===== src/rtl/rec_ctrl_pkg.sv =====
// Shared types and helpers for the bit clock recovery lock controller.
package rec_ctrl_pkg;

  localparam int unsigned CLK_LEN = 32;

  typedef enum logic [2:0] {
    IDLE    = 3'd0,
    ACQUIRE = 3'd1,
    VERIFY  = 3'd2,
    LOCKED  = 3'd3,
    LOST    = 3'd4
  } rec_state_t;

  // Clamped subtraction used for the period - tolerance threshold.
  function automatic logic [63:0] sat_sub(input logic [63:0] a, input logic [63:0] b);
    return (a >= b) ? (a - b) : '0;
  endfunction

endpackage


===== src/rtl/rec_min_tracker.sv =====
// Running minimum / valid-edge counter used while acquiring the bit period.
module rec_min_tracker #(
  parameter int unsigned W     = 32,
  parameter int unsigned CNT_W = 5
) (
  input  logic             clk,
  input  logic             rst_n,
  input  logic             clr,
  input  logic             valid,
  input  logic [W-1:0]     interval,
  output logic [W-1:0]     min_val,
  output logic [CNT_W-1:0] edge_cnt
);

  logic [W-1:0]     min_q;
  logic [CNT_W-1:0] cnt_q;

  // Outputs already include the edge presented this cycle so the caller can
  // load the final minimum on the same edge that completes the count.
  always_comb begin
    min_val  = min_q;
    edge_cnt = cnt_q;
    if (valid) begin
      if (interval < min_q) min_val = interval;
      if (cnt_q != '1)      edge_cnt = cnt_q + CNT_W'(1);
    end
  end

  always_ff @(posedge clk) begin
    if (!rst_n || clr) begin
      min_q <= '1;
      cnt_q <= '0;
    end else begin
      min_q <= min_val;
      cnt_q <= edge_cnt;
    end
  end

endmodule


===== src/rtl/rec_lock_ctrl.sv =====
// Lock controller for bit clock recovery: acquire, verify, track, recover.
// Optional feature macro RECCTRL_DRIFT_EN enables slow upward period relax while locked.
module rec_lock_ctrl
  import rec_ctrl_pkg::*;
#(
  parameter int unsigned CLK_LEN      = rec_ctrl_pkg::CLK_LEN,
  parameter int unsigned INIT_PERIOD  = 801,
  parameter int unsigned MIN_INTERVAL = 3,
  parameter int unsigned ACQ_EDGES    = 16,
  parameter int unsigned VERIFY_EDGES = 32,
  parameter int unsigned TOL_SHIFT    = 3,
  parameter int unsigned SLIP_MAX     = 4,
  parameter int unsigned TIMEOUT_MULT = 64,
  parameter int unsigned DRIFT_EDGES  = 255
) (
  input  logic               clk_300M,
  input  logic               rst_n,
  input  logic               edge_pulse,
  input  logic [CLK_LEN-1:0] interval,
  input  logic               rev_req,
  input  logic               type_req,
  output logic [CLK_LEN-1:0] period_val,
  output logic               period_ld,
  output logic               clear_req,
  output logic               phase_flip,
  output logic               type_sel,
  output logic               locked,
  output logic [2:0]         state
);

  localparam int unsigned ACQ_W  = $clog2(ACQ_EDGES + 1);
  localparam int unsigned GOOD_W = $clog2(VERIFY_EDGES + 1);
  localparam int unsigned SLIP_W = $clog2(SLIP_MAX + 1);
  localparam int unsigned PW     = 2 * CLK_LEN;

  rec_state_t         state_q, state_d;
  logic [CLK_LEN-1:0] period_q, period_d;
  logic               period_ld_q, period_ld_d;
  logic               clear_q, clear_d;
  logic               flip_q, flip_d;
  logic               type_q, type_d;
  logic               locked_q, locked_d;
  logic [GOOD_W-1:0]  good_q, good_d;
  logic [SLIP_W-1:0]  slip_q, slip_d;
  logic [CLK_LEN-1:0] sil_q, sil_d;

  logic               valid_edge;
  logic [CLK_LEN-1:0] tol, thresh, limit;
  logic [PW-1:0]      prod;
  logic               timeout;
  logic [CLK_LEN-1:0] trk_min;
  logic [ACQ_W-1:0]   trk_cnt;

`ifdef RECCTRL_DRIFT_EN
  localparam int unsigned DRIFT_W = $clog2(DRIFT_EDGES + 1);
  logic [DRIFT_W-1:0] drift_q, drift_d;
`endif

  assign valid_edge = edge_pulse && (interval >= CLK_LEN'(MIN_INTERVAL));

  rec_min_tracker #(
    .W     (CLK_LEN),
    .CNT_W (ACQ_W)
  ) u_min_tracker (
    .clk      (clk_300M),
    .rst_n    (rst_n),
    .clr      (state_q != ACQUIRE),
    .valid    (valid_edge),
    .interval (interval),
    .min_val  (trk_min),
    .edge_cnt (trk_cnt)
  );

  always_comb begin
    tol    = period_q >> TOL_SHIFT;
    thresh = CLK_LEN'(sat_sub(64'(period_q), 64'(tol)));
    prod   = PW'(period_q) * PW'(TIMEOUT_MULT);
    limit  = (|prod[PW-1:CLK_LEN]) ? '1 : prod[CLK_LEN-1:0];

    state_d     = state_q;
    period_d    = period_q;
    period_ld_d = 1'b0;
    clear_d     = 1'b0;
    good_d      = good_q;
    slip_d      = slip_q;
    flip_d      = rev_req;
    type_d      = type_q ^ type_req;

    sil_d = '0;
    if (state_q == VERIFY || state_q == LOCKED) begin
      if (!edge_pulse) sil_d = (sil_q == '1) ? sil_q : sil_q + CLK_LEN'(1);
    end
    // Any edge clears the count, so an edge always beats the threshold.
    timeout = (state_q == VERIFY || state_q == LOCKED) && !edge_pulse && (sil_d >= limit);

`ifdef RECCTRL_DRIFT_EN
    drift_d = (state_q == LOCKED) ? drift_q : '0;
`endif

    case (state_q)
      IDLE: begin
        clear_d = 1'b1;
        state_d = ACQUIRE;
      end
      ACQUIRE: begin
        if (valid_edge && trk_cnt == ACQ_W'(ACQ_EDGES)) begin
          period_d    = trk_min;
          period_ld_d = 1'b1;
          good_d      = '0;
          state_d     = VERIFY;
        end
      end
      VERIFY: begin
        if (valid_edge) begin
          if (interval >= thresh) begin
            good_d = good_q + GOOD_W'(1);
            if (good_d == GOOD_W'(VERIFY_EDGES)) begin
              slip_d  = '0;
              state_d = LOCKED;
            end
          end else begin
            period_d    = interval;
            period_ld_d = 1'b1;
            good_d      = '0;
          end
        end
      end
      LOCKED: begin
        if (valid_edge) begin
          if (interval < thresh) begin
            slip_d = slip_q + SLIP_W'(1);
`ifdef RECCTRL_DRIFT_EN
            drift_d = '0;
`endif
            if (slip_d == SLIP_W'(SLIP_MAX)) begin
              slip_d  = '0;
              state_d = ACQUIRE;
            end
          end else begin
            slip_d = '0;
`ifdef RECCTRL_DRIFT_EN
            if (drift_q + DRIFT_W'(1) == DRIFT_W'(DRIFT_EDGES)) begin
              drift_d     = '0;
              period_d    = (period_q == '1) ? period_q : period_q + CLK_LEN'(1);
              period_ld_d = 1'b1;
            end else begin
              drift_d = drift_q + DRIFT_W'(1);
            end
`endif
          end
        end
      end
      LOST: begin
        clear_d     = 1'b1;
        period_d    = CLK_LEN'(INIT_PERIOD);
        period_ld_d = 1'b1;
        state_d     = ACQUIRE;
      end
      default: state_d = IDLE;
    endcase

    if (timeout) state_d = LOST;

    locked_d = (state_d == LOCKED);
  end

  always_ff @(posedge clk_300M) begin
    if (!rst_n) begin
      state_q     <= IDLE;
      period_q    <= CLK_LEN'(INIT_PERIOD);
      period_ld_q <= 1'b0;
      clear_q     <= 1'b0;
      flip_q      <= 1'b0;
      type_q      <= 1'b0;
      locked_q    <= 1'b0;
      good_q      <= '0;
      slip_q      <= '0;
      sil_q       <= '0;
    end else begin
      state_q     <= state_d;
      period_q    <= period_d;
      period_ld_q <= period_ld_d;
      clear_q     <= clear_d;
      flip_q      <= flip_d;
      type_q      <= type_d;
      locked_q    <= locked_d;
      good_q      <= good_d;
      slip_q      <= slip_d;
      sil_q       <= sil_d;
    end
  end

`ifdef RECCTRL_DRIFT_EN
  always_ff @(posedge clk_300M) begin
    if (!rst_n) drift_q <= '0;
    else        drift_q <= drift_d;
  end
`endif

  assign period_val = period_q;
  assign period_ld  = period_ld_q;
  assign clear_req  = clear_q;
  assign phase_flip = flip_q;
  assign type_sel   = type_q;
  assign locked     = locked_q;
  assign state      = state_q;

endmodule

===== config.mk =====
export PLATFORM = sky130hd
export DESIGN_NAME = rec_lock_ctrl
export DESIGN_NICKNAME = d
export VERILOG_FILES = /design/src/rtl/rec_ctrl_pkg.sv /design/src/rtl/rec_min_tracker.sv /design/src/rtl/rec_lock_ctrl.sv
export SDC_FILE = /design/constraint.sdc
export NUM_CORES = 1
export LEC_CHECK = 0
export CORE_MARGIN = 2
export CORE_UTILIZATION = 25
export CTS_BUF_LIST = sky130_fd_sc_hd__clkbuf_2
export DETAILED_ROUTE_END_ITERATION = 8
export HOLD_SLACK_MARGIN = 0.08
export PLACE_DENSITY_LB_ADDON = 0.12
export SLEW_MARGIN = 20
export SYNTH_ARGS = -nofsm -noshare
export SYNTH_HDL_FRONTEND = slang
export SYNTH_SLANG_ARGS = --single-unit

===== constraint.sdc =====
create_clock -name clk_300M -period 6.55 [get_ports clk_300M]
set_clock_uncertainty 0.2 [all_clocks]
set_input_delay 1.31 -clock clk_300M [delete_from_list [all_inputs] [get_ports clk_300M]]
set_output_delay 1.31 -clock clk_300M [all_outputs]
set_load 0.01 [all_outputs]

==> impl_metrics.env <==
export IMPL_fmaxAchievable_ghz=0.1671
export IMPL_routabilityCongestion=0.8417
export IMPL_path_class="reg -> reg"
export IMPL_core_area_um2=36520
export IMPL_ant_nets=0
export IMPL_initial_core_util_pct=25.30
export IMPL_syn_cell_area_um2=9239
export IMPL_cp_arrival_ns=6.49
export IMPL_htree_levels=4
export IMPL_path_buf_inv=2
export IMPL_crit_slowest_cell="dfxtp_1"
export IMPL_final_util_pct=29.84
export IMPL_grt_max_degree=65
export IMPL_finalCritPeriodShare_pct=91.39
export IMPL_hpwl_um=22990
export IMPL_slew_violations=0
export IMPL_nets=1388
export IMPL_antenna_found_initial=1
export IMPL_clkLatencyLatePin_ns=0.79
export IMPL_period_needed_ns=5.986
export IMPL_final_cell_mix="143 x nor2_1, 129 x ha_1, 118 x dfxtp_1"
export IMPL_dp_slack_ns=0.3497
export IMPL_fin_area_um2=10900
export IMPL_synth_edf_count=0
export IMPL_tritoncts="yes"
export IMPL_tightest_slew_ns=0.8652
export IMPL_cp_end_kind="flip-flop"
export IMPL_clockRootBuffer="clkbuf_2"
export IMPL_crit_fanout=20
export IMPL_hold_viol_final=0
export IMPL_setup_slack_ns=0.5640
export IMPL_ctsHoldBuffers=0
export IMPL_cpMostUsedCell="nand4_1"
export IMPL_grt_usage_pct=15.59
export IMPL_status="complete, no violations"
export IMPL_ys_types=74
export IMPL_worstPathRequired_ns=7.05
export IMPL_io_buffers=76
export IMPL_clock_path_buffers=2
export IMPL_whs_ns=0.3282
export IMPL_vias_per_cell=4.870
export IMPL_start_kind="flip-flop"
export IMPL_setup_viol=0
export IMPL_wirelength_um=29450
export IMPL_power_density_nw_per_um2=143.3
export IMPL_cts_made_buffers=17
export IMPL_io_pins=77
export IMPL_final_common_cell="nor2_1"
export IMPL_grt_overflow=0
export IMPL_drt_pass1_iter_count=7
export IMPL_syn_inst=1148
export IMPL_critPathTopFamily="simple AND/OR/NAND/NOR gates"
export IMPL_die_height_um=196.2
export IMPL_die_area_um2=38510
export IMPL_ys_ff_latch=118
export IMPL_grt_pass1_wl_um=46420
export IMPL_drive_gt1_share_pct=6.726
export IMPL_seq_area_frac_synth_pct=25.57
export IMPL_p_leak_nw=4.646
export IMPL_postPlaceCellArea_um2=10580
export IMPL_synth_ff_type="dfxtp_1"
export IMPL_ys_warnings_count=0
export IMPL_area_growth_syn_to_layout_pct=17.96
export IMPL_syn_nets=1315
export IMPL_max_slew_margin_rel_pct=41.97
export IMPL_setup_tns_ns=0
export IMPL_slowest_delay_ns=0.54
export IMPL_cp_cell_sequence="inv_1 > ha_1 > nand4_1 > or3_1 > nor3_1 > nand4_1 > nand4_1 > a21o_2 > buf_4 > nand2_1 > mux2_1 > ha_1 > nand4_1 > nor3_1 > nand2_1 > or3_1 > nand2_1 > o21ai_1 > nand2b_1 > o32ai_1"
export IMPL_clock_sinks=118
export IMPL_drcViolationCount=0
export IMPL_post_drt_wl_per_cell_um=17.29
export IMPL_clkTransAtPathRegs_ns=0.24
export IMPL_holdCritPathClass="reg -> reg"
export IMPL_post_synth_cell_area_avg_um2=8.048
export IMPL_final_fill_count=3952
export IMPL_die_w_um=196.2
export IMPL_drt_iter0_markers=418
export IMPL_max_cap_viol_count=0
export IMPL_placementRows=70
export IMPL_ir_worst_vdd_v=0.0001407
export IMPL_synthArstFlopShare_pct=0
export IMPL_via_count=8294
export IMPL_rsz0062_at_grt="false"
export IMPL_first_global_vias=8211
[per-stage QoR]
stage / power [mW] / cells
after floorplan: 0.8541 / 1148
after global placement: 0.9398 / 1670
after detailed placement: 0.9397 / 1670
after CTS: 1.602 / 1702
after global routing: 1.648 / 1703
final: 1.562 / 1703
[worst reg2reg max path, delay by kind of cell (launching register included)]
kind | cells | cell delay [ns]
adders and majority gates | 2 | 0.69
buffers and inverters | 2 | 0.34
and+or+nand+nor | 12 | 3.06
AOI/OAI and AO/OA | 3 | 0.83
muxes | 1 | 0.30
DFF | 1 | 0.54
[registers in the layout, indices dropped and copies added (netlist names)]
name                 flops
period_ld                1
good_q                   6
state                    3
sil_q                   32
type_sel                 1
period_val              32
clear_req                1
slip_q                   3
locked                   1
u_min_tracker.cnt_q      5
u_min_tracker.min_q     32
phase_flip               1
[per-layer routing]
metal	routed length [µm]	share of wire (%)	track usage, %	vias up
li1	-	-	-	4259
met1	15100	51	21.77	3892
met2	13330	45	25.20	130
met3	782	2.7	2.768	13
met4	246	0.84	2.974	0
met5	0	0	0	-
[cell usage after synthesis, types with 4 or more instances]
cell | count | area share [%]
a211oi_1 | 9 | 0.73
a21o_1 | 43 | 3.5
a21oi_1 | 53 | 2.9
a31oi_1 | 5 | 0.34
a32oi_1 | 4 | 0.38
and2_1 | 7 | 0.47
and3_1 | 5 | 0.34
buf_2 | 12 | 0.65
clkbuf_1 | 23 | 0.93
dfxtp_1 | 118 | 26
ha_1 | 129 | 17
inv_1 | 90 | 3.7
mux2i_1 | 34 | 3.7
nand2_1 | 110 | 4.5
nand2b_1 | 13 | 0.88
nand3_1 | 21 | 1.1
nand4_1 | 29 | 2.0
nand4b_1 | 5 | 0.47
nor2_1 | 145 | 5.9
nor2b_1 | 14 | 0.95
nor3_1 | 16 | 0.87
nor4_1 | 14 | 0.95
o211ai_1 | 40 | 3.3
o21a_1 | 7 | 0.57
o21ai_0 | 31 | 1.7
o21ai_1 | 4 | 0.22
o21bai_1 | 5 | 0.41
o2bb2ai_1 | 28 | 2.7
o31ai_1 | 4 | 0.33
or2_2 | 7 | 0.47
or3_1 | 5 | 0.34
xnor2_1 | 32 | 3.0
xor2_1 | 24 | 2.3
[layout make-up]
class | count | area [µm²] | share of cell area, %
clock inverter | 15 | 226.5 | 2.078
inverter | 90 | 337.8 | 3.100
sequential | 118 | 2362 | 21.68
tap | 468 | 585.6 | 5.373
timing repair buffer | 93 | 900.9 | 8.266
clock buffer | 17 | 85.08 | 0.7807
multi-input combinational | 901 | 6397 | 58.70
antenna | 1 | 2.502 | 0.02296
[final timing paths]
path                            slack, ns           start  cells after the start   endpoint
worst max-delay path                 0.56  period_val[16]                     20  good_q[4]
worst min-delay path                 0.33       slip_q[2]                      2  slip_q[2]
worst min register to register       0.33       slip_q[2]                      2  slip_q[2]
worst max register to register       0.56  period_val[16]                     20  good_q[4]
[kinds of logic (layout without fill, tap and decap cells)]
| logic type | Yosys count | count (layout) | synth area share [%] |
|---|---|---|---|
| other | 0 | 1 | 0 |
| XOR/XNOR | 56 | 56 | 5.309 |
| AO/OA/AOI/OAI | 267 | 267 | 20.48 |
| buffers and inverters | 129 | 215 | 5.525 |
| flip-flops | 118 | 118 | 25.57 |
| multiplexers | 38 | 38 | 4.171 |
| adder cells (fa/ha/maj) | 130 | 130 | 17.69 |
| AND/OR/NAND/NOR | 410 | 410 | 21.26 |
[repair_timing]
item	CTS	global route
setup endpoints to repair	0	37
setup buffers	0	0
resized for setup	0	1
[report_power, final]
| group | internal [mW] | leakage, nW | switching, mW |
|---|---|---|---|
| Clock | 0.292 | 0.173 | 0.347 |
| Combinational | 0.0759 | 3.52 | 0.109 |
| Sequential | 0.731 | 0.956 | 0.00711 |
Note: power is estimated with default switching activity, not from simulation.
